### src/rtl/bcd_countdown_timer.sv
// Packed-BCD hh:mm:ss timer counting down or up, with preset validation, pause and alarm.
// Time is held in binary; every BCD output is registered from the binary next state.
module bcd_countdown_timer #(
    parameter int HORA_MAX    = 23,
    parameter int TICK_CYCLES = 100
) (
    input  logic       clk,
    input  logic       reset,
    input  logic [7:0] hora_in,
    input  logic [7:0] minuto_in,
    input  logic [7:0] segundo_in,
    input  logic       load,
    input  logic       start,
    input  logic       stop,
    input  logic       ack,
    input  logic       modo_desc,
    output logic [7:0] hora_out,
    output logic [7:0] minuto_out,
    output logic [7:0] segundo_out,
    output logic [7:0] hora_rest,
    output logic [7:0] minuto_rest,
    output logic [7:0] segundo_rest,
    output logic       running,
    output logic       alarm,
    output logic       done,
    output logic       load_err
);
    localparam int            PW         = (TICK_CYCLES > 1) ? $clog2(TICK_CYCLES) : 1;
    localparam logic [PW-1:0] PRESC_LAST = PW'(TICK_CYCLES - 1);
    localparam logic [6:0]    HMAX       = 7'(HORA_MAX);

    typedef enum logic [1:0] {
        ST_IDLE  = 2'd0,
        ST_RUN   = 2'd1,
        ST_PAUSE = 2'd2,
        ST_DONE  = 2'd3
    } state_t;

    state_t        state_q, state_d;
    logic [6:0]    h_q, m_q, s_q, h_d, m_d, s_d;
    logic [6:0]    tick_h, tick_m, tick_s;
    logic [6:0]    load_h, load_m, load_s;
    logic [PW-1:0] presc_q, presc_d;
    logic          mode_q, mode_d;
    logic          alarm_d, done_d, load_err_d;
    logic          load_ok, tick_term, start_term;

    function automatic logic [7:0] bin_to_bcd(input logic [6:0] v);
        return {4'(v / 7'd10), 4'(v % 7'd10)};
    endfunction

    function automatic logic [6:0] bcd_to_bin(input logic [7:0] b);
        return ({3'd0, b[7:4]} * 7'd10) + {3'd0, b[3:0]};
    endfunction

    function automatic logic bcd_valid(input logic [7:0] b);
        return (b[7:4] <= 4'd9) && (b[3:0] <= 4'd9);
    endfunction

    function automatic logic is_terminal(input logic down, input logic [6:0] h,
                                         input logic [6:0] m, input logic [6:0] s);
        return down ? ((h == 7'd0) && (m == 7'd0) && (s == 7'd0))
                    : ((h == HMAX) && (m == 7'd59) && (s == 7'd59));
    endfunction

    assign load_h     = bcd_to_bin(hora_in);
    assign load_m     = bcd_to_bin(minuto_in);
    assign load_s     = bcd_to_bin(segundo_in);
    assign load_ok    = bcd_valid(hora_in) && bcd_valid(minuto_in) && bcd_valid(segundo_in)
                        && (load_h <= HMAX) && (load_m <= 7'd59) && (load_s <= 7'd59);
    assign tick_term  = is_terminal(mode_q, tick_h, tick_m, tick_s);
    assign start_term = is_terminal(modo_desc, h_q, m_q, s_q);

    // Time value one tick later in the latched direction, with borrow/carry between fields.
    always_comb begin
        tick_h = h_q;
        tick_m = m_q;
        tick_s = s_q;
        if (mode_q) begin
            if (s_q != 7'd0) begin
                tick_s = s_q - 7'd1;
            end else begin
                tick_s = 7'd59;
                if (m_q != 7'd0) begin
                    tick_m = m_q - 7'd1;
                end else begin
                    tick_m = 7'd59;
                    tick_h = h_q - 7'd1;
                end
            end
        end else begin
            if (s_q != 7'd59) begin
                tick_s = s_q + 7'd1;
            end else begin
                tick_s = 7'd0;
                if (m_q != 7'd59) begin
                    tick_m = m_q + 7'd1;
                end else begin
                    tick_m = 7'd0;
                    tick_h = h_q + 7'd1;
                end
            end
        end
    end

    // Next-state logic: stop beats tick in RUN; outside RUN load beats ack and start.
    always_comb begin
        state_d    = state_q;
        h_d        = h_q;
        m_d        = m_q;
        s_d        = s_q;
        presc_d    = presc_q;
        mode_d     = mode_q;
        alarm_d    = alarm;
        done_d     = 1'b0;
        load_err_d = 1'b0;
        case (state_q)
            ST_RUN: begin
                if (stop) begin
                    state_d = ST_PAUSE;
                    presc_d = '0;
                end else if (presc_q == PRESC_LAST) begin
                    presc_d = '0;
                    h_d     = tick_h;
                    m_d     = tick_m;
                    s_d     = tick_s;
                    if (tick_term) begin
                        state_d = ST_DONE;
                        done_d  = 1'b1;
                        alarm_d = 1'b1;
                    end else begin
                        state_d = ST_RUN;
                    end
                end else begin
                    presc_d = presc_q + PW'(1);
                end
            end
            ST_IDLE, ST_PAUSE, ST_DONE: begin
                if (load) begin
                    if (load_ok) begin
                        h_d     = load_h;
                        m_d     = load_m;
                        s_d     = load_s;
                        presc_d = '0;
                        alarm_d = 1'b0;
                        state_d = (state_q == ST_DONE) ? ST_IDLE : state_q;
                    end else begin
                        load_err_d = 1'b1;
                    end
                end else if (state_q == ST_DONE) begin
                    if (ack) begin
                        state_d = ST_IDLE;
                        alarm_d = 1'b0;
                    end else begin
                        state_d = ST_DONE;
                    end
                end else if (start && !stop) begin
                    mode_d  = modo_desc;
                    presc_d = '0;
                    if (start_term) begin
                        state_d = ST_DONE;
                        done_d  = 1'b1;
                        alarm_d = 1'b1;
                    end else begin
                        state_d = ST_RUN;
                    end
                end else begin
                    state_d = state_q;
                end
            end
            default: begin
                state_d = ST_IDLE;
            end
        endcase
    end

    // State, time and registered outputs; reset overrides every other input.
    always_ff @(posedge clk) begin
        if (!reset) begin
            state_q      <= ST_IDLE;
            h_q          <= 7'd0;
            m_q          <= 7'd0;
            s_q          <= 7'd0;
            presc_q      <= '0;
            mode_q       <= 1'b1;
            hora_out     <= 8'h00;
            minuto_out   <= 8'h00;
            segundo_out  <= 8'h00;
            hora_rest    <= bin_to_bcd(HMAX);
            minuto_rest  <= 8'h59;
            segundo_rest <= 8'h59;
            running      <= 1'b0;
            alarm        <= 1'b0;
            done         <= 1'b0;
            load_err     <= 1'b0;
        end else begin
            state_q      <= state_d;
            h_q          <= h_d;
            m_q          <= m_d;
            s_q          <= s_d;
            presc_q      <= presc_d;
            mode_q       <= mode_d;
            hora_out     <= bin_to_bcd(h_d);
            minuto_out   <= bin_to_bcd(m_d);
            segundo_out  <= bin_to_bcd(s_d);
            hora_rest    <= bin_to_bcd(HMAX - h_d);
            minuto_rest  <= bin_to_bcd(7'd59 - m_d);
            segundo_rest <= bin_to_bcd(7'd59 - s_d);
            running      <= (state_d == ST_RUN);
            alarm        <= alarm_d;
            done         <= done_d;
            load_err     <= load_err_d;
        end
    end

endmodule

### config.mk
export PLATFORM = sky130hd
export DESIGN_NAME = bcd_countdown_timer
export DESIGN_NICKNAME = d
export VERILOG_FILES = /design/src/rtl/bcd_countdown_timer.sv
export SDC_FILE = /design/constraint.sdc
export NUM_CORES = 1
export LEC_CHECK = 0
export CAP_MARGIN = 40
export CORE_ASPECT_RATIO = 0.6
export CORE_MARGIN = 5
export CORE_UTILIZATION = 60
export DETAILED_ROUTE_END_ITERATION = 10
export DONT_BUFFER_PORTS = 1
export PLACE_DENSITY_LB_ADDON = 0.1
export SYNTH_ARGS = -nofsm -noshare
export SYNTH_HDL_FRONTEND = slang
export SYNTH_SLANG_ARGS = --single-unit
export TNS_END_PERCENT = 1
### constraint.sdc
create_clock -name clk -period 9.9 [get_ports clk]
set_input_delay 0.99 -clock clk [delete_from_list [all_inputs] [get_ports clk]]
set_output_delay 0.99 -clock clk [all_outputs]
set_load 0.1 [all_outputs]
* Word level (Yosys, flattened, before mapping) *
Cells that the tools add are included.

word-level totals
  memories kept = 0
  word-level logic and storage cells = 176
  ROM bits = 0
  register bits = 83
  input port bits = 31
  bits in latches = 0
  bits in writable memories = 0

operators by class
  multiplexer cells = 67
  magnitude comparators = 9
  $mul = 3
  reduce and logical (&&, ||, !) cells = 32
  add/subtract/negate cells = 13
  equality and inequality tests = 22
  shift operators = 0
  div/mod/pow operators = 12
  bitwise gates (word level) = 2

operators with widths
  operator                                                                 number
  7-bit 2-to-1 mux                                                         31
  7-bit one-hot mux with 2 select lines                                    4
  7-bit by 4-bit divider with 7-bit output, second input constant          6
  7-bit zero test                                                          6
  7-bit by 4-bit remainder unit with 7-bit output, second input constant   6
  7-bit by 1-bit adder with 7-bit output, second input constant            4
  7-bit by 6-bit == test with 1-bit output, second input constant          4
  4-bit <= comparator, second input constant                               6
  7-bit by 4-bit adder with 7-bit output                                   3
  7-bit by 1-bit subtractor with 7-bit output, second input constant       3
  2-bit 2-to-1 mux                                                         10
  1-bit 2-to-1 mux                                                         19
  4-bit by 3-bit multiplier with 6-bit output, second input constant       3
  1-bit logical AND                                                        17
  7-bit by 5-bit == test with 1-bit output, second input constant          2
  7-bit by 6-bit <= comparator with 1-bit output, second input constant    2
  7-bit by 6-bit inequality test with 1-bit output, second input constant  2
  7-bit nonzero test                                                       2
  6-bit by 7-bit subtractor with 7-bit output, first input constant        2
  4-bit inequality test, second input constant                             3
  3-bit inequality test, second input constant                             3
  7-bit == test, second input constant                                     1
  7-bit by 5-bit <= comparator with 1-bit output, second input constant    1
  7-bit AND reduction                                                      1
  other kinds (12)                                                         19

* Logic depth before layout (Yosys ltp) *
Gate-level depths: netlist (run 1).

  word-level depth = 13
  mapped depth = 34

* Worst setup path before layout (run 1) *
Ideal clock, no wire load.

  kind = input port to flip-flop
  from = input minuto_in[5]
  to = register segundo_rest[1]
  arrival time = 7350 ps
  buffers on the path = 3
  setup time = 72 ps
  cell stages on the path = 31
  slack = 2478 ps
  cells stage by stage = ha_1 ha_1 inv_1 fa_1 and3_1 o211a_1 maj3_2 o21a_1 buf_2 or4_1 o211a_1 buf_4 clkbuf_1 ha_1 inv_1 o2111ai_1 nor4_1 o311ai_1 o21ai_0 a21oi_1 inv_1 ha_1 a31o_2 a221o_1 xnor2_1 ha_1 o21ai_0 nand2_1 nor2_1 a311oi_2 mux2i_1

between the ends
  word-level cells in the longest chain between the ends = 12
  elaborated cells between the ends (all ways) = 15
  classes of those cells = add/sub (2); mul (1); div (1); order compare (2); mux (3); reduce/logical (6)

ends and longest elaborated chain
  item                                                                                            RTL line  source
  from (decl)                                                                                     10        input logic [7:0] minuto_in,
  parallel branches: the longest is 5 deep, another holds 7-bit by 4-bit adder with 7-bit output  -
  1-bit logical AND (*) (2 in a row)                                                              70        && (load_h <= HMAX) && (load_m <= 7'd59) && (load_s <= 7'd59);
  7-bit 2-to-1 mux (*)                                                                            140       if (load_ok) begin
  7-bit 2-to-1 mux (*)                                                                            139       if (load) begin
  7-bit one-hot mux with 2 select lines (*)                                                       117       case (state_q)
  via s_d[2]                                                                                      40        logic [6:0] h_q, m_q, s_q, h_d, m_d, s_d;
  6-bit by 7-bit subtractor with 7-bit output (*)                                                 208       segundo_rest <= bin_to_bcd(7'd59 - s_d);
  7-bit by 4-bit remainder unit with 7-bit output (*)                                             49        return {4'(v / 7'd10), 4'(v % 7'd10)};
  to (signal assigned)                                                                            208
  to (decl)                                                                                       22        output logic [7:0] segundo_rest,

Mark *: on every way through the listed nets, which the timed path passes.
A chain may end at the register's enable or synchronous reset.

* Worst setup path in the final report (run 1) *
Ends and elaborated chain as after synthesis.

==> Flow_metrics.wiki, run 1 <==
{| class="wikitable"
! Metric !! Value
|-
| Run status || complete, no violations
|-
| Clock root buffer || sky130_fd_sc_hd__clkbuf_16
|-
| Global-route wire length before repair || approximately 41000 um
|-
| Start point of the critical path || minuto_in[5]
|-
| CP startpoint kind || input pin
|-
| Max Cap Violations || 0
|-
| Mean post-synth cell area || roughly 7.6 um^2
|-
| Initial antenna violation count || 0
|-
| CP Capture Type || flip-flop
|-
| Post-CTS clock slew at the launch and capture registers of the worst setup and hold paths || approximately 0.06 ns
|-
| Achievable Freq || 118.3 MHz
|-
| TritonCTS clock tree || done
|-
| Number of enable flip-flop cells after synthesis || 0
|-
| Synth-to-Final Area Change || 12.61%
|-
| Average via count per standard cell || approximately 6.6
|-
| Total placed instance area || ~9200 um^2
|-
| Leakage dissipation || about 0.0038 uW
|-
| Area of the mapped netlist || 8407 um^2
|-
| CP most frequent cell || sky130_fd_sc_hd__ha_1
|-
| Post-Syn Instances || roughly 1100
|-
| Placeable core region || about 14000 um^2
|-
| Final worst path period need || roughly 8.5 ns
|-
| Count of boundary I/O pins || 83
|-
| Final design area excluding fillers || about 9500 um^2
|-
| Fraction of final layout cells sized beyond drive strength 1 || about an eighth
|-
| Final global-route overflow total || 0
|-
| Crit Path Class || input pin to flip-flop
|-
| Ant diodes || 0
|-
| Count of placed standard cells in the final layout, fillers left out || roughly 1300
|-
| CP arrival || 8.72 ns
|-
| Post-DRT Antenna Nets || 0
|-
| Final-stage net count || between 1000 and 1500
|-
| Number of buffers created by CTS || 9
|-
| Routability congestion estimate || a little over 1
|-
| Hold Path Class || flip-flop to flip-flop
|-
| Total of fill cells in the finished design || around 1100
|-
| Post-Place Cells || around 1300
|-
| Drt initial violations || around 1000
|-
| Aggregate routed wire length || between 20000 and 30000 um
|-
| Sequential cell area fraction in the yosys report || 19.05%
|-
| Initial standard-cell utilization of the core || between 60% and 70%
|-
| Vias || ~8600
|-
| Port Buf Inserts || 0
|-
| Mean routed wirelength per cell || about 19 um
|-
| Count of state elements after synthesis || 80
|-
| Worst-case register-to-register setup slack || between 2 and 2.5 ns
|-
| Post-route fraction of the period consumed by the critical path || 85.37%
|-
| Max rail drop VDD || between 0.07 and 0.08 mV
|-
| Number of pins with negative max-slew slack in the final report || 0
|-
| Capture point of the critical path || segundo_rest[1]$_SDFF_PN0_
|-
| Critical Path Slowest Stage Cell || sky130_fd_sc_hd__nor3_2
|-
| Overall Power || 851.7 uW
|-
| Clock insertion delay at the later pin of the skew report || 0.34 ns
|-
| DR pass1 iterations || 6
|-
| Share of synthesized flip-flops with an asynchronous set or reset || 0%
|-
| Cts-stage hold buffer count || 0
|-
| Quantity of gates resized following cts || 0
|-
| Die Ht || approximately 100 um
|-
| Die width || ~160 um
|-
| Pin count of the biggest net entering global routing || 35
|-
| Pwr dens || between 80 and 90 nW/um^2
|-
| Slew at the pin with the worst max-slew slack || 0.8378 ns
|-
| Most frequent standard cell in the layout excluding fill and tap cells || sky130_fd_sc_hd__nor2_1
|-
| Vias in the first global route || 7939
|-
| Count of unique library cells instantiated by Yosys || 111
|-
| Synth Warn # || 0
|-
| Biggest cell delay along the critical path || 0.57 ns
|-
| Post-DP HPWL || 18890 um
|-
| H-tree depth || 3
|-
| Rel. slew slack || 44.09%
|-
| Data required time of the critical path || 10.17 ns
|-
| Worst reg2reg path depth || 27
|-
| Main flop type after synthesis || sky130_fd_sc_hd__dfxtp_1
|-
| Number of clock sinks || 80
|-
| Die footprint || about 17000 um^2
|-
| RSZ-0062 raised after global routing || false
|-
| Layout Skew || ~0.010 ns
|-
| Final Hold Viols || 0
|-
| Final sum of negative setup slack || 0 ns
|-
| Core utilization of the finished layout || between 60% and 70%
|-
| Capture point of the worst reg-to-reg path || hora_rest[2]$_SDFF_PN0_
|-
| Largest driver fanout on the critical path || 13
|-
| Site row count || 33
|-
| CTS max path bufs || 2
|-
| Setup Fix Bufs, Post-CTS || 0
|-
| Final count of negative-setup-slack endpoints || 0
|-
| Commonest non-fill, non-tap cells in the layout || 108 x sky130_fd_sc_hd__nor2_1, 89 x sky130_fd_sc_hd__nand2_1, 80 x sky130_fd_sc_hd__dfxtp_1, 64 x sky130_fd_sc_hd__o21ai_0
|-
| Drt drc || 0
|-
| Global-route usage over all layers || a little under a third
|-
| Worst flop-to-flop path startpoint || segundo_out[0]$_SDFF_PN0_
|-
| Post-Syn Nets || between 1000 and 1500
|}
==> state kept, by name, indices dropped and copies added, names as in the netlist, 2 cells and up <==
name and count:
hora_rest 8, presc_q 7, hora_out 8, state_q 2, h_q 6, s_q 6, minuto_rest 8, minuto_out 8
segundo_out 8, m_q 6, segundo_rest 8
==> final cells by class <==
| type | instances | area [um^2] | area share (%) |
|---|---|---|---|
| tap | 192 | 240.2 | 2.538 |
| clock inverter | 5 | 58.81 | 0.6212 |
| inverter | 69 | 261.5 | 2.762 |
| clock buffer | 10 | 229.0 | 2.419 |
| sequential | 80 | 1602 | 16.92 |
| timing repair buffer | 60 | 893.4 | 9.437 |
| multi-input combinational | 894 | 6182 | 65.31 |
==> where the power goes <==
group	switching, uW	leakage [uW]	internal (uW)
combinational	123	0.00300	65.0
sequential	4.98	0.000646	326
clock	139	0.000135	194
total	267	0.00378	585
==> metal layers <==
| layer | routed length (um) | track usage (%) | vias up |
|---|---|---|---|
| li1 | - | - | 4100 |
| met1 | 11610 | 44.83 | 4018 |
| met2 | 10560 | 43.82 | 448 |
| met3 | 2654 | 7.849 | 31 |
| met4 | 315 | 6.959 | 0 |
| met5 | 0 | 0 | - |
==> synthesized netlist by cell type, types with 5 or more instances <==
library cell	number	area (um^2)
sky130_fd_sc_hd__or4_1	5	37.54
sky130_fd_sc_hd__nand3_1	37	185.2
sky130_fd_sc_hd__nand2b_1	12	75.07
sky130_fd_sc_hd__xnor2_1	32	280.3
sky130_fd_sc_hd__a311oi_1	6	52.55
sky130_fd_sc_hd__o21ai_0	64	320.3
sky130_fd_sc_hd__dfxtp_1	80	1602
sky130_fd_sc_hd__nor2_1	108	405.4
sky130_fd_sc_hd__buf_2	16	80.08
sky130_fd_sc_hd__clkbuf_1	32	120.1
sky130_fd_sc_hd__nor4_1	11	68.82
sky130_fd_sc_hd__and3_1	14	87.58
sky130_fd_sc_hd__buf_6	8	90.09
sky130_fd_sc_hd__a21o_1	8	60.06
sky130_fd_sc_hd__a31oi_1	12	75.07
sky130_fd_sc_hd__o21a_1	12	90.09
sky130_fd_sc_hd__nand2_1	89	334.1
sky130_fd_sc_hd__a22oi_1	7	52.55
sky130_fd_sc_hd__or3_1	12	75.07
sky130_fd_sc_hd__mux2i_1	21	210.2
sky130_fd_sc_hd__buf_4	8	60.06
sky130_fd_sc_hd__or2_2	5	31.28
sky130_fd_sc_hd__inv_1	62	232.7
sky130_fd_sc_hd__a21oi_1	62	310.3
sky130_fd_sc_hd__and2_1	13	81.33
sky130_fd_sc_hd__o31ai_1	14	105.1
sky130_fd_sc_hd__nor3_2	5	50.05
sky130_fd_sc_hd__o31a_1	5	43.79
sky130_fd_sc_hd__nand4_1	19	118.9
sky130_fd_sc_hd__ha_1	56	700.7
sky130_fd_sc_hd__xor2_1	16	140.1
sky130_fd_sc_hd__fa_1	6	120.1
sky130_fd_sc_hd__o211ai_1	12	90.09
sky130_fd_sc_hd__nor3_1	47	235.2
sky130_fd_sc_hd__a211oi_1	21	157.7
sky130_fd_sc_hd__o211a_1	8	80.08
sky130_fd_sc_hd__nor2b_1	10	62.56
sky130_fd_sc_hd__o22ai_1	8	50.05
sky130_fd_sc_hd__a211o_1	9	78.83
sky130_fd_sc_hd__and4_1	6	52.55
sky130_fd_sc_hd__o311ai_0	7	61.31
==> critical path, delay by kind of cell <==
| family | cells | cell delay, ns |
|---|---|---|
| simple gates | 6 | 1.34 |
| fa+ha+maj | 7 | 2.13 |
| mux | 1 | 0.23 |
| compound gates | 11 | 3.35 |
| buf+inv | 3 | 0.44 |
| xor+xnor | 1 | 0.24 |
==> through the flow <==
step,hold slack (ns),setup WS (ns)
2_1_floorplan,0.4707,2.478
3_3_place_gp,0.4980,1.385
3_5_place_dp,0.5223,1.299
4_1_cts,0.5368,1.592
5_1_grt,0.5897,0.9106
6_report,0.5395,1.449
==> worst min path at each step <==
stage                             from  slack [ns]  cells after the start                      end
2_1_floorplan  presc_q[6]$_SDFFE_PN0P_        0.47                      2  presc_q[6]$_SDFFE_PN0P_
3_3_place_gp   presc_q[6]$_SDFFE_PN0P_        0.50                      2  presc_q[6]$_SDFFE_PN0P_
3_5_place_dp   presc_q[6]$_SDFFE_PN0P_        0.52                      2  presc_q[6]$_SDFFE_PN0P_
4_1_cts        presc_q[6]$_SDFFE_PN0P_        0.54                      2  presc_q[6]$_SDFFE_PN0P_
5_1_grt        presc_q[3]$_SDFFE_PN0P_        0.59                      2  presc_q[3]$_SDFFE_PN0P_
6_report       presc_q[6]$_SDFFE_PN0P_        0.54                      2  presc_q[6]$_SDFFE_PN0P_
==> logic make-up (layout without fill, tap and decap cells) <==
group                    Yosys count  after routing  synth area share (%)
AND/OR/NAND/NOR                  424            424                 26.39
AO/OA/AOI/OAI                    329            329                 28.25
buffers and inverters            136            144                 7.412
flip-flops                        80             80                 19.05
adder cells (fa/ha/maj)           63             63                 9.897
XOR/XNOR                          50             50                 5.388
multiplexers                      28             28                 3.616
Power figures use the tool's default switching activity.
==> run 2: changes to the inputs <==
==> constraint.sdc (replaced) <==
create_clock -name clk -period 9.9 [get_ports clk]
set_input_delay 1.98 -clock clk [delete_from_list [all_inputs] [get_ports clk]]
set_output_delay 1.98 -clock clk [all_outputs]
set_load 0.1 [all_outputs]
==> run 2 against run 1 <==
Net effect: critical path type unchanged; cell count up 0.38%; fmax fell by 7.7%; power increased by 2.4%; critical path depth rose by 1; global-route usage increased by 0.82 points; worst setup slack worse by 0.70 ns; register-to-register slack lost 0.07 ns; sequential share of layout area fell by 0.16 points; combinational power barely moved; first-iteration DRC count up 9.4%.
==> Flow_metrics.wiki, run 2 (synthesized netlist as in run 1, its figures left out) <==
{| class="wikitable"
! Metric !! Value
|-
| Final Hold Viols || 0 (unchanged)
|-
| DR pass1 iterations || 7 (+1)
|-
| Crit Path Class || input pin to flip-flop
|-
| RSZ-0062 raised after global routing || false
|-
| Count of boundary I/O pins || 83 (unchanged)
|-
| Worst flop-to-flop path startpoint || segundo_out[0]$_SDFF_PN0_
|-
| Mean routed wirelength per cell || 19.67 um (+2.5%)
|-
| Switching fraction of total power || 30.53% (-0.80 points)
|-
| Layout Skew || 0.009408 ns (-0.0009993 ns)
|-
| Met2 routed wirelength || 10790 um (+2.2%)
|-
| Max Cap Violations || 0 (unchanged)
|-
| Clock root buffer || sky130_fd_sc_hd__clkbuf_16
|-
| Largest driver fanout on the critical path || 13 (unchanged)
|-
| Commonest non-fill, non-tap cells in the layout || 108 x sky130_fd_sc_hd__nor2_1, 89 x sky130_fd_sc_hd__nand2_1, 80 x sky130_fd_sc_hd__dfxtp_1, 64 x sky130_fd_sc_hd__o21ai_0
|-
| Final worst path period need || 9.153 ns (+0.7013 ns)
|-
| Global-route usage over all layers || 31.04% (+0.82 points)
|-
| Max rail drop VDD || 0.08546 mV (+15%)
|-
| Aggregate routed wire length || 25870 um (+2.9%)
|-
| Final global-route overflow total || 0 (unchanged)
|-
| Internal cell power || 605.9 uW (+3.6%)
|-
| Sequential power share || 37.9% (-0.9 points)
|-
| Global-route wire length before repair || 42170 um (+1.8%)
|-
| Total of fill cells in the finished design || 1164 (+4.0%)
|-
| Most frequent standard cell in the layout excluding fill and tap cells || sky130_fd_sc_hd__nor2_1
|-
| Final-stage net count || 1211 (+0.33%)
|-
| Start point of the worst hold path || presc_q[6]$_SDFFE_PN0P_
|-
| Final count of negative-setup-slack endpoints || 0 (unchanged)
|-
| CTS max path bufs || 2 (unchanged)
|-
| Achievable Freq || 109.3 MHz (-7.7%)
|-
| Critical Path Slowest Stage Cell || sky130_fd_sc_hd__o311ai_1
|-
| Die Ht || 101.7 um (unchanged)
|-
| Post-DRT Antenna Nets || 0 (unchanged)
|-
| Final sum of negative setup slack || 0 ns (unchanged)
|-
| Die width || 162.8 um (unchanged)
|-
| Average via count per standard cell || 6.603 (+0.62%)
|-
| Pwr dens || 91.28 nW/um^2 (+1.5%)
|-
| Biggest cell delay along the critical path || 0.53 ns (-0.04 ns)
|-
| Power dissipated by switching net loads || 266.3 uW (-0.22%)
|-
| Clock share of power || 40.8% (+1.7 points)
|-
| TritonCTS clock tree || done
|-
| Data required time of the critical path || 10.17 ns (about the same)
|-
| CP arrival || 9.42 ns (+0.70 ns)
|-
| Hold Path Class || flip-flop to flip-flop
|-
| Number of clock sinks || 80 (unchanged)
|-
| Cts-stage hold buffer count || 0 (unchanged)
|-
| CP most frequent cell || sky130_fd_sc_hd__ha_1
|-
| Final worst slack || 0.7474 ns (-0.7013 ns)
|-
| Quantity of gates resized following cts || 0 (unchanged)
|-
| Leakage dissipation || 0.003827 uW (+1.3%)
|-
| Top routing layer in use || met4
|-
| Slew at the pin with the worst max-slew slack || 0.8917 ns (+0.05396 ns)
|-
| Clock insertion delay at the later pin of the skew report || 0.34 ns (about the same)
|-
| Setup Fix Bufs, Post-CTS || 0 (unchanged)
|-
| Die footprint || 16560 um^2 (unchanged)
|-
| H-tree depth || 3 (unchanged)
|-
| Met3 Wirelength || 3025 um (+14%)
|-
| Routability congestion estimate || 1.002 (-1.9%)
|-
| Synth-to-Final Area Change || 13.66%
|-
| Vias || 8683 (+1.0%)
|-
| Initial standard-cell utilization of the core || 61.33% (unchanged)
|-
| Number of pins with negative max-slew slack in the final report || 0 (unchanged)
|-
| Core utilization of the finished layout || 69.71% (+0.65 points)
|-
| Drt drc || 0 (unchanged)
|-
| Initial antenna violation count || 0 (unchanged)
|-
| Post-CTS clock slew at the launch and capture registers of the worst setup and hold paths || 0.06 ns (about the same)
|-
| Rel. slew slack || 40.52% (-3.6 points)
|-
| Port Buf Inserts || 0 (unchanged)
|-
| Drt initial violations || 1137 (+9.4%)
|-
| CP startpoint kind || input pin
|-
| Site row count || 33 (unchanged)
|-
| Post-route fraction of the period consumed by the critical path || 92.45% (+7.1 points)
|-
| CP Capture Type || flip-flop
|-
| Comb power frac || 21.3% (-0.8 points)
|-
| Placeable core region || 13710 um^2 (unchanged)
|-
| Post-DP HPWL || 19610 um (+3.8%)
|-
| Run status || complete, no violations
|-
| Worst Setup Slack post-DPL || 0.4305 ns (-0.8688 ns)
|-
| Ant diodes || 0 (unchanged)
|-
| Vias in the first global route || 7997 (+0.73%)
|-
| M1 WL || 11580 um (-0.32%)
|-
| Start point of the critical path || minuto_in[5]
|-
| Fraction of final layout cells sized beyond drive strength 1 || 12.56% (+0.57 points)
|-
| Number of buffers created by CTS || 9 (unchanged)
|-
| Pin count of the biggest net entering global routing || 46 (+31%)
|}
-- run 2: stage by stage --
step | total power [uW] | cells | instance area (um^2) | hold slack (ns)
after global routing | 907.3 | 1315 | 9555 | 0.5451
final | 872.2 | 1315 | 9555 | 0.5192
after floorplan | 479.5 | 1110 | 8407 | 0.4707
after detailed placement | 518.0 | 1299 | 9234 | 0.4954
after CTS | 870.4 | 1315 | 9552 | 0.5187
after global placement | 506.3 | 1250 | 8398 | 0.4924
-- run 2: metal layers --
metal  track usage [%]  vias up
li1                  -     4116
met1             45.48     3959
met2             47.17      548
met3             7.157       60
met4             5.735        0
met5                 0        -
-- run 2: final timing paths --
| kind | slack, ns | to | cells after the start |
|---|---|---|---|
| hold / removal | 0.52 | presc_q[6]$_SDFFE_PN0P_ | 2 |
| setup reg to reg | 2.18 | hora_rest[1]$_SDFF_PN1_ | 27 |
| hold reg to reg | 0.52 | presc_q[6]$_SDFFE_PN0P_ | 2 |
| setup / recovery | 0.75 | segundo_rest[1]$_SDFF_PN0_ | 30 |
-- run 2: power groups by stage --
stage          logic, uW  clock network [uW]  registers [uW]
2_1_floorplan        128                   0             352
3_3_place_gp         153                   0             354
3_5_place_dp         180                   0             338
4_1_cts              181                 359             331
5_1_grt              203                 374             331
6_report             186                 356             331
-- run 2: cell type report --
cell class | count | area [um^2] | share of cell area (%)
multi-input combinational | 894 | 6186 | 64.74
sequential | 80 | 1602 | 16.76
timing repair buffer | 64 | 948.4 | 9.925
clock buffer | 12 | 266.5 | 2.789
inverter | 69 | 261.5 | 2.737
tap | 192 | 240.2 | 2.514
clock inverter | 4 | 51.30 | 0.5369
-- run 2: worst max-delay path: cells and delay by family --
family,cells,cell delay [ns]
AOI/OAI and AO/OA,11,3.12
adders and majority gates,7,2.13
and+or+nand+nor,6,1.14
buffers and inverters,4,0.54
xor gates and xnor gates,1,0.25
muxes,1,0.23
==> run 3: changes to the inputs <==
CTS_BUF_LIST = sky130_fd_sc_hd__clkbuf_4   (was not set)
==> run 3 against run 2 <==
Net effect: flip-flop and latch count is the same; worst setup slack got worse by 0.024 ns; non-clock buffer count is the same; die area unchanged; sequential power about the same; critical path type unchanged; largest power group is now registers.
==> Flow_metrics.wiki, run 3 (synthesized netlist as in run 1, its figures left out) <==
{| class="wikitable"
! Metric !! Value
|-
| RSZ-0062 raised after global routing || false
|-
| Start point of the critical path || minuto_in[5]
|-
| Worst reg2reg path depth || 27 (unchanged)
|-
| Largest driver fanout on the critical path || 15 (+2)
|-
| Vias in the first global route || 7913 (-1.1%)
|-
| Average via count per standard cell || 6.540 (-0.96%)
|-
| Post-CTS clock slew at the launch and capture registers of the worst setup and hold paths || 0.12 ns (+0.06 ns)
|-
| Aggregate routed wire length || 25540 um (-1.3%)
|-
| Die width || 162.8 um (unchanged)
|-
| Number of pins with negative max-slew slack in the final report || 0 (unchanged)
|-
| Commonest non-fill, non-tap cells in the layout || 108 x sky130_fd_sc_hd__nor2_1, 89 x sky130_fd_sc_hd__nand2_1, 80 x sky130_fd_sc_hd__dfxtp_1, 64 x sky130_fd_sc_hd__o21ai_0
|-
| Count of boundary I/O pins || 83 (unchanged)
|-
| Most frequent standard cell in the layout excluding fill and tap cells || sky130_fd_sc_hd__nor2_1
|-
| Quantity of gates resized following cts || 0 (unchanged)
|-
| Final Hold Viols || 0 (unchanged)
|-
| Rel. slew slack || 39.23% (-1.3 points)
|-
| CP most frequent cell || sky130_fd_sc_hd__ha_1
|-
| Capture point of the worst reg-to-reg path || hora_rest[1]$_SDFF_PN1_
|-
| Clock root buffer || sky130_fd_sc_hd__clkbuf_4
|-
| Global-route usage over all layers || 30.84% (-0.20 points)
|-
| Synth-to-Final Area Change || 11.39%
|-
| Sequential cell area || 1602 um^2 (unchanged)
|-
| Slew at the pin with the worst max-slew slack || 0.9111 ns (+0.01937 ns)
|-
| Cts-stage hold buffer count || 0 (unchanged)
|-
| Initial standard-cell utilization of the core || 61.33% (unchanged)
|-
| Vias || 8600 (-0.96%)
|-
| Run status || complete, no violations
|-
| TritonCTS clock tree || done
|-
| Total of fill cells in the finished design || 1198 (+2.9%)
|-
| Global-route wire length before repair || 41600 um (-1.4%)
|-
| Placeable core region || 13710 um^2 (unchanged)
|-
| Fraction of final layout cells sized beyond drive strength 1 || 12.20% (-0.36 points)
|-
| Drt initial violations || 1057 (-7.0%)
|-
| Crit Path Class || input pin to flip-flop
|-
| Leakage dissipation || 0.003739 uW (-2.3%)
|-
| Final count of negative-setup-slack endpoints || 0 (unchanged)
|-
| Final worst path period need || 9.177 ns (+0.02401 ns)
|-
| Number of buffers created by CTS || 9 (unchanged)
|-
| Pin count of the biggest net entering global routing || 46 (unchanged)
|-
| Achievable Freq || 109.0 MHz (-0.26%)
|-
| Combined area of the multi-input logic cells || 6182 um^2 (about the same)
|-
| Routability congestion estimate || 1.002 (unchanged)
|-
| Ant diodes || 0 (unchanged)
|-
| Max rail drop VDD || 0.05852 mV (-32%)
|-
| Data required time of the critical path || 10.27 ns (+0.10 ns)
|-
| Die Ht || 101.7 um (unchanged)
|-
| Worst flop-to-flop path startpoint || segundo_out[0]$_SDFF_PN0_
|-
| Worst-case register-to-register setup slack || 2.17 ns (about the same)
|-
| Setup Fix Bufs, Post-CTS || 0 (unchanged)
|-
| Biggest cell delay along the critical path || 0.64 ns (+0.11 ns)
|-
| Post-DP HPWL || 19610 um (unchanged)
|-
| Clock insertion delay at the later pin of the skew report || 0.46 ns (+0.12 ns)
|-
| Final design area excluding fillers || 9364 um^2 (-2.0%)
|-
| Final-stage net count || 1211 (unchanged)
|-
| Max Cap Violations || 0 (unchanged)
|-
| CP Capture Type || flip-flop
|-
| Final global-route overflow total || 0 (unchanged)
|-
| Capture point of the critical path || hora_rest[1]$_SDFF_PN1_
|-
| Total placed instance area || 9234 um^2 (unchanged)
|-
| Layout Skew || 0.02406 ns (+0.01465 ns)
|-
| Hold Path Class || flip-flop to flip-flop
|-
| Site row count || 33 (unchanged)
|-
| Final Hold Slack || 0.5197 ns (+0.0005080 ns)
|-
| Die footprint || 16560 um^2 (unchanged)
|-
| CP arrival || 9.55 ns (+0.13 ns)
|-
| Port Buf Inserts || 0 (unchanged)
|-
| Overall Power || 711.7 uW (-18%)
|-
| DR pass1 iterations || 6 (-1)
|-
| Post-route fraction of the period consumed by the critical path || 92.69% (+0.24 points)
|-
| Mean routed wirelength per cell || 19.42 um (-1.3%)
|-
| Number of clock sinks || 80 (unchanged)
|-
| Final sum of negative setup slack || 0 ns (unchanged)
|-
| Drt drc || 0 (unchanged)
|-
| Post-DRT Antenna Nets || 0 (unchanged)
|-
| CTS max path bufs || 2 (unchanged)
|-
| Pwr dens || 76.01 nW/um^2 (-17%)
|-
| CP startpoint kind || input pin
|-
| H-tree depth || 3 (unchanged)
|-
| Initial antenna violation count || 0 (unchanged)
|-
| Critical Path Slowest Stage Cell || sky130_fd_sc_hd__o21ai_1
|}
==> run 3: metal layers <==
metal	global-route usage, %	up-vias	wire, um
li1	-	4120	-
met4	6.057	0	321
met5	0	-	0
met2	46.66	486	10760
met3	8.296	35	3036
met1	44.47	3959	11410
==> run 3: stage by stage <==
| step | std cells | util (%) | setup slack (ns) |
|---|---|---|---|
| 2_1_floorplan | 1110 | - | 1.488 |
| 3_3_place_gp | 1250 | 61.26 | 0.7223 |
| 3_5_place_dp | 1299 | 67.36 | 0.4305 |
| 4_1_cts | 1315 | 68.31 | 0.8824 |
| 5_1_grt | 1315 | 68.31 | 0.09125 |
| 6_report | 1315 | 68.31 | 0.7234 |
==> run 3: area by class of cell <==
class | instances | share of cell area, %
Multi-Input combinational cell | 894 | 66.02
Sequential cell | 80 | 17.10
Timing Repair Buffer | 64 | 10.13
Inverter | 69 | 2.793
Tap cell | 192 | 2.565
Clock buffer | 9 | 0.7215
Clock inverter | 7 | 0.6681
==> run 3: worst min path at each step <==
stage,slack [ns],start,depth (start not counted),end
after floorplan,0.47,presc_q[6]$_SDFFE_PN0P_,2,presc_q[6]$_SDFFE_PN0P_
after global routing,0.56,presc_q[6]$_SDFFE_PN0P_,2,presc_q[6]$_SDFFE_PN0P_
after detailed placement,0.50,presc_q[6]$_SDFFE_PN0P_,2,presc_q[6]$_SDFFE_PN0P_
final,0.52,presc_q[6]$_SDFFE_PN0P_,2,presc_q[6]$_SDFFE_PN0P_
after CTS,0.53,presc_q[6]$_SDFFE_PN0P_,2,presc_q[6]$_SDFFE_PN0P_
after global placement,0.49,presc_q[6]$_SDFFE_PN0P_,2,presc_q[6]$_SDFFE_PN0P_
==> run 3: where the power goes <==
group | internal, uW | switching [uW] | leakage [uW]
combinational | 63.7 | 121 | 0.00303
clock | 74.5 | 122 | 0.0000684
sequential | 326 | 5.01 | 0.000646
total | 464 | 248 | 0.00374
==> run 3: critical path, delay by kind of cell <==
kind | cells | cell delay, ns
AO/OA/AOI/OAI | 12 | 3.36
XOR/XNOR | 1 | 0.19
adder cells (fa/ha/maj) | 7 | 2.02
buffers and inverters | 2 | 0.10
multiplexers | 2 | 0.57
AND/OR/NAND/NOR | 6 | 1.30
